## config.mk

```make
export PLATFORM = sky130hd
export DESIGN_NAME = logic_issue_stage
export DESIGN_NICKNAME = d
export VERILOG_FILES = /design/src/rtl/logic_issue_stage.sv
export SDC_FILE = /design/constraint.sdc
export NUM_CORES = 1
export LEC_CHECK = 0
export CORE_MARGIN = 2
export CORE_UTILIZATION = 42
export DETAILED_ROUTE_END_ITERATION = 8
export PLACE_DENSITY = 0.66
export SYNTH_ARGS = -nofsm -noshare
export SYNTH_HDL_FRONTEND = slang
export SYNTH_SLANG_ARGS = --single-unit
```

## constraint.sdc

```tcl
create_clock -name clk -period 4.42 [get_ports clk]
set_input_delay 1.326 -clock clk [delete_from_list [all_inputs] [get_ports clk]]
set_output_delay 1.326 -clock clk [all_outputs]
set_load 0.005 [all_outputs]
```

## src/rtl/logic_issue_stage.sv

```systemverilog
// Buffered issue/retire stage: a command FIFO feeds an external combinational
// logic unit, and each result is captured into a drainable output register.
module logic_issue_stage #(
  parameter int DATA_WIDTH = 8,
  parameter int DEPTH      = 4,
  parameter int CW         = $clog2(DEPTH) + 1
) (
  input  logic                  clk,
  input  logic                  rst_n,
  // Both handshakes: a transfer happens on a rising edge where valid && ready.
  // Once valid is raised, the payload holds stable until that transfer.
  input  logic                  in_valid,
  output logic                  in_ready,
  input  logic [DATA_WIDTH-1:0] in_a,
  input  logic [DATA_WIDTH-1:0] in_b,
  input  logic [2:0]            in_op,
  output logic [DATA_WIDTH-1:0] lu_a,
  output logic [DATA_WIDTH-1:0] lu_b,
  output logic [2:0]            lu_op,
  input  logic [DATA_WIDTH-1:0] lu_result,
  output logic                  out_valid,
  input  logic                  out_ready,
  output logic [DATA_WIDTH-1:0] out_result,
  output logic                  out_zero,
  output logic                  out_illegal,
  output logic [CW-1:0]         count
);

  localparam int            PW      = $clog2(DEPTH);
  localparam logic [CW-1:0] DEPTH_C = CW'(DEPTH);
  localparam logic [2:0]    OP_ILL  = 3'b111;

  // Storage is deliberately unreset: an entry is only read while count covers it.
  logic [DATA_WIDTH-1:0] a_mem  [DEPTH];
  logic [DATA_WIDTH-1:0] b_mem  [DEPTH];
  logic [2:0]            op_mem [DEPTH];

  logic [PW-1:0]         wr_ptr_q, wr_ptr_d;
  logic [PW-1:0]         rd_ptr_q, rd_ptr_d;
  logic [CW-1:0]         count_q, count_d;
  logic                  out_valid_q, out_valid_d;
  logic [DATA_WIDTH-1:0] out_result_q, out_result_d;
  logic                  out_zero_q, out_zero_d;
  logic                  out_illegal_q, out_illegal_d;

  logic                  empty;
  logic                  full;
  logic                  push;
  logic                  load;
  logic [DATA_WIDTH-1:0] head_a;
  logic [DATA_WIDTH-1:0] head_b;
  logic [2:0]            head_op;

  assign empty = (count_q == '0);
  assign full  = (count_q == DEPTH_C);

  // in_ready does not look ahead at a same-cycle pop, so a full FIFO blocks.
  assign push  = in_valid && !full;
  assign load  = !empty && (!out_valid_q || out_ready);

  assign head_a  = a_mem[rd_ptr_q];
  assign head_b  = b_mem[rd_ptr_q];
  assign head_op = op_mem[rd_ptr_q];

  assign lu_a  = empty ? '0 : head_a;
  assign lu_b  = empty ? '0 : head_b;
  assign lu_op = empty ? 3'b000 : head_op;

  always_ff @(posedge clk) begin
    if (push) begin
      a_mem[wr_ptr_q]  <= in_a;
      b_mem[wr_ptr_q]  <= in_b;
      op_mem[wr_ptr_q] <= in_op;
    end
  end

  always_comb begin
    wr_ptr_d      = wr_ptr_q;
    rd_ptr_d      = rd_ptr_q;
    count_d       = count_q;
    out_valid_d   = out_valid_q;
    out_result_d  = out_result_q;
    out_zero_d    = out_zero_q;
    out_illegal_d = out_illegal_q;

    if (push) wr_ptr_d = wr_ptr_q + 1'b1;
    if (load) rd_ptr_d = rd_ptr_q + 1'b1;

    case ({push, load})
      2'b10:   count_d = count_q + 1'b1;
      2'b01:   count_d = count_q - 1'b1;
      default: count_d = count_q;
    endcase

    // A load during a drain simply overwrites the consumed result.
    if (load) begin
      out_valid_d   = 1'b1;
      out_result_d  = lu_result;
      out_zero_d    = (lu_result == '0);
      out_illegal_d = (head_op == OP_ILL);
    end else if (out_valid_q && out_ready) begin
      out_valid_d   = 1'b0;
    end
  end

  always_ff @(posedge clk or negedge rst_n) begin
    if (!rst_n) begin
      wr_ptr_q      <= '0;
      rd_ptr_q      <= '0;
      count_q       <= '0;
      out_valid_q   <= 1'b0;
      out_result_q  <= '0;
      out_zero_q    <= 1'b0;
      out_illegal_q <= 1'b0;
    end else begin
      wr_ptr_q      <= wr_ptr_d;
      rd_ptr_q      <= rd_ptr_d;
      count_q       <= count_d;
      out_valid_q   <= out_valid_d;
      out_result_q  <= out_result_d;
      out_zero_q    <= out_zero_d;
      out_illegal_q <= out_illegal_d;
    end
  end

  assign in_ready    = !full;
  assign count       = count_q;
  assign out_valid   = out_valid_q;
  assign out_result  = out_result_q;
  assign out_zero    = out_zero_q;
  assign out_illegal = out_illegal_q;

endmodule

```

# Yosys cells after proc, flatten, opt, wreduce, memory -nomap -nowiden
# Memory sizes are Yosys's and may differ from the RTL's.
# Cells that the tools add are included.
[totals]
reg_bits = 18
mem_bits_rw = 76
inputBits = 31
output_inout_bits = 34
memories = 3
[classes]
add_sub_neg = 4
eq_ne = 4
mux = 8
n_reduce_logical = 11
[mem_list]
columns = ["name", "depth", "word_bits", "read_ports", "rd_clocked_by_memory_dff", "wr", "line", "rtl"]
rows = [
  ["a_mem", 4, 8, 1, 0, 1, "34", "logic [DATA_WIDTH-1:0] a_mem [DEPTH];"],
  ["b_mem", 4, 8, 1, 0, 1, "35", "logic [DATA_WIDTH-1:0] b_mem [DEPTH];"],
  ["op_mem", 4, 3, 1, 0, 1, "36", "logic [2:0] op_mem [DEPTH];"],
]
[op_table]
columns = ["operator", "n"]
rows = [
  ["$mux W8", 2],
  ["$logic_not A8 Y1", 1],
  ["$eq A3 B3 Y1 const B", 2],
  ["$pmux W3 S2", 1],
  ["$add A2 B1 Y2 const B", 2],
  ["$mux W1", 4],
  ["$reduce_bool A2 Y1", 2],
  ["$add A3 B1 Y3 const B", 1],
  ["$logic_and A1 B1 Y1", 3],
  ["$logic_not A1 Y1", 3],
  ["$logic_not A3 Y1", 1],
  ["$mux W3", 1],
  ["$sub A3 B1 Y3 const B", 1],
  ["$eq A2 B1 Y1 const B", 1],
  ["$eq A2 B2 Y1 const B", 1],
  ["$logic_or A1 B1 Y1", 1],
]

# Depth between registers and ports, before layout
[logic_depth]
ltp_word = 5
ltp_mapped = 9
ltp_nobuf = 9

# Worst setup path after synthesis
# No wires, ideal clock.
[synth_path]
kind = "input-to-reg"
from = "input port out_ready"
to = "register count_q[2] (netlist: count[2])"
arrival_time_ns = 2.912
setup_slack_ns = 1.429
stages = 9
path_cell_list = "nand2b_1 > nor2b_1 > buf_2 > ha_1 > inv_1 > fa_1 > xor2_1 > nor2_1 > xor2_1"
[synth_between]
elab_chain_cells = 4
elab_cells_between_ends = 6
classes_between = "eq/ne (2); mux (1); reduce/logical (3)"
[synth_rtl]
columns = ["element", "line", "rtl"]
rows = [
  ["from (decl)", "22", "input logic out_ready,"],
  ["$logic_or A1 B1 Y1 (*)", "59", "assign load = !empty && (!out_valid_q || out_ready);"],
  ["$logic_and A1 B1 Y1 (*)", "59", ""],
  ["via load", "49", "logic load;"],
  ["$eq A2 B1 Y1 / $eq A2 B2 Y1 (equally long branches)", "89", "case ({push, load})"],
  ["$pmux W3 S2 / $reduce_bool A2 Y1 (equally long branches)", "-", ""],
  ["to (signal assigned)", "118", "count_q <= count_d;"],
  ["to (decl)", "40", "logic [CW-1:0] count_q, count_d;"],
]
# Mark *: on every way through the listed nets, which the timed path passes. The rest lies on a longest branch.
# A chain may end at the register's enable or synchronous reset.

# Worst setup path after layout
[layout_path]
from = "register rd_ptr_q[1]"
to = "output port lu_b[4]"
[layout_between]
elab_chain_cells = 2
[layout_rtl]
columns = ["element", "line", "rtl"]
rows = [
  ["from (decl)", "39", "logic [PW-1:0] rd_ptr_q, rd_ptr_d;"],
  ["from (signal assigned)", "117", "rd_ptr_q <= rd_ptr_d;"],
  ["$mem_v2 Z4 W8", "-", ""],
  ["$mux W8", "66", "assign lu_b = empty ? '0 : head_b;"],
  ["to (decl)", "18", "output logic [DATA_WIDTH-1:0] lu_b,"],
]
# Every way passes these cells.

==> out/qor.yml <==
timing:
  rsz0062_at_grt: "no"
  setup_viol: 0
  max_freq_mhz: 271
  fin_crit_sh: 0.836
  maxSlewViolCount: 0
  post-route-min-period_ns: 3.70
  hold_viol: 0
  tightest_slew_ns: 0.938
  timing.final.ws_setup_ns: 0.724
  fin_tns_setup_ns: 0
  max-slew-margin-rel: 0.375
  clock_skew_ns: 0.0115
logic_synthesis:
  synth-seq-cells: 94
  synth.mux.area_fraction: 0.160
  synth-simple-area-share: 0.0574
  synth_xor_area_frac: 0.0140
  syn_nets: 223
  avgSynthCellArea_um2: 20.2
  netlist_instances: 186
  synth_fa_ha_area_frac: 0.0220
  yosys_warnings: 0
  synth.cell_area_um2: 3750
  synth.distinct_cells: 26
  synth_top_family_by_area: "multiplexers"
  synth.yosys.seq_area_share: 0.729
  synth_compound_area_frac: 0
critical_path:
  cp.required_ns: 3.09
  worstSetupPathType: "reg -> out"
  start_kind: "flip-flop"
  critical_path_arrival_ns: 2.37
  end_kind: "output pin"
  crit_fanout: 20
pwr:
  comb_power_share: 0.383
  p_per_area_nw_per_um2: 628
  power.share.clock: 0.182
  leakage_uw: 0.00169
  p_sw_frac: 0.279
  p_sw_uw: 830
  pwr-share-seq: 0.435
  p_int_uw: 2140
  power_uw: 2970
  vdd_ir_drop_max_mv: 0.227
clocking:
  path_clk_slew_ns: 0.09
  clk_latency_ns: 0.35
  cts_tree: "done"
  cts_root_buf: "clkbuf_8"
  htree_levels: 3
  cts_buffers: 9
  cts_setup_buffers: 0
  cts_buffer_depth: 2
  numClockSinks: 94
  hold_buffers: 0
  cts_resized: 0
floorplan:
  die_h_um: 98.5
  pin_count: 65
  die_w_um: 98.5
  die_area_um2: 9700
  rows: 34
  start_util: 0.432
  core_area_um2: 8680
global_route:
  grt_first_pass_wirelength_mm: 10.3
  overflow: 0
  grt_max_degree: 23
  track_usage: 0.141
  antenna_found_initial: 0
  grt_pass1_vias: 1934
route:
  wl_per_cell_um: 17.1
  route.vias.total: 1879
  drtAntennaViolNets: 0
  dr.pass1.iters: 4
  drc: 0
  via_per_inst: 5.02
  drt_iter0_drc: 90
  wl_mm: 6.38
placed_design:
  dp_hpwl_mm: 3.94
  portBuffers: 64
  pre_cts_ws_ns: 0.986
  gp_congestion: 0.733
finish:
  drive_gt1_frac: 0.158
  post-route-util: 0.545
  n_antenna_cell: 0
  nets: 298
  area_growth_pct: 26.2
run_status:
  status: "finished clean"
job:
  cap_violations: 0
min_path:
  min_path_type: "reg -> reg"
## logic make-up (layout without fill, tap and decap cells)
family | after synthesis | count (layout)
and+or+nand+nor | 35 | 35
adders and majority gates | 6 | 6
muxes | 31 | 31
DFF | 94 | 94
buffers and inverters | 14 | 94
xor gates and xnor gates | 6 | 6
## registers in the layout, summed over array words and instances, names as in the netlist
signal and cells:
wr_ptr_q 2, count 3, out_illegal 1, b_mem 32, a_mem 32, out_valid 1
op_mem 12, out_result 8, out_zero 1, rd_ptr_q 2
## placed cells by master (no fill, tap or decap), types with 2 or more instances in the layout
master and instances:
edfxtp_1 76, clkdlybuf4s50_1 64, nor2b_1 20, dfrtp_1 18
mux4_2 10, mux4_1 9, mux2_2 9, clkbuf_8 9
inv_1 7, buf_4 7, and3_1 5, ha_1 5
xor2_1 4, xnor2_1 2, mux2i_1 2, nand2_1 2
nor4_1 2, clkinvlp_4 2
## Yosys cell counts
| master | n | area [um^2] |
|---|---|---|
| mux2i_1 | 2 | 20.0 |
| xnor2_1 | 2 | 17.5 |
| nand2b_1 | 1 | 6.26 |
| nor3_1 | 1 | 5.00 |
| mux2_4 | 1 | 15.0 |
| and3b_1 | 1 | 8.76 |
| edfxtp_1 | 76 | 2280 |
| and2_1 | 1 | 6.26 |
| mux2_2 | 9 | 101 |
| ha_1 | 5 | 62.6 |
| inv_1 | 7 | 26.3 |
| nor4_1 | 2 | 12.5 |
| or3b_1 | 1 | 8.76 |
| xor2_1 | 4 | 35.0 |
| nand2_1 | 2 | 7.51 |
| clkbuf_1 | 2 | 7.51 |
| buf_4 | 1 | 7.51 |
| nor2_1 | 1 | 3.75 |
| nor2b_1 | 20 | 125 |
| dfrtp_1 | 18 | 450 |
| mux4_2 | 10 | 225 |
| buf_6 | 1 | 11.3 |
| fa_1 | 1 | 20.0 |
| mux4_1 | 9 | 236 |
| and3_1 | 5 | 31.3 |
| buf_2 | 3 | 15.0 |
## power by group through the flow
stage	combinational [uW]	clock [uW]	sequential [uW]
after global placement	1160	0	1310
after CTS	1170	554	1300
final	1140	541	1290
after global routing	1240	592	1320
after floorplan	623	0	1270
after detailed placement	1160	0	1320
## metal layers
metal  up-vias  GRT usage  routed length, um
met5         -          0                  0
met4         0     0.0537                 90
met3         6     0.0305                280
met2        50      0.243               3220
met1       946      0.177               2790
li1        877          -                  -
## area by class of cell
cell class                      count  area (um^2)
Fill cell                         701         3950
Sequential cell                    94         2730
Multi-Input combinational cell     78          953
Timing Repair Buffer               71          693
Tap cell                          108          135
Clock buffer                       10          128
Clock inverter                      6         62.6
Inverter                            7         26.3
## final timing paths
check	cells after the start	start	endpoint	slack, ns
max in group asynchronous	1	rst_n	count[0]$_DFFE_PN0P_	2.45
setup reg to reg	9	count[0]$_DFFE_PN0P_	count[2]$_DFFE_PN0P_	2.03
hold / removal	1	out_result[6]$_DFFE_PN0P_	out_result[6]$_DFFE_PN0P_	0.51
setup / recovery	3	rd_ptr_q[1]$_DFFE_PN0P_	lu_b[4]	0.72
hold reg to reg	1	out_result[6]$_DFFE_PN0P_	out_result[6]$_DFFE_PN0P_	0.51
min in group asynchronous	1	rst_n	out_result[3]$_DFFE_PN0P_	1.45
## metrics by stage
| stage | area (um^2) | std cells | hold WS, ns |
|---|---|---|---|
| 2_1_floorplan | 3750 | 186 | 0.496 |
| 3_3_place_gp | 4540 | 358 | 0.493 |
| 3_5_place_dp | 4540 | 358 | 0.497 |
| 4_1_cts | 4730 | 374 | 0.518 |
| 5_1_grt | 4730 | 374 | 0.533 |
| 6_report | 4730 | 374 | 0.513 |
## critical path: stages (launching register included)
cell and delay [ns]:
dfrtp_1 0.96, mux4_2 0.34, nor2b_1 0.18, clkdlybuf4s50_1 0.53
Power figures use the tool's default switching activity.
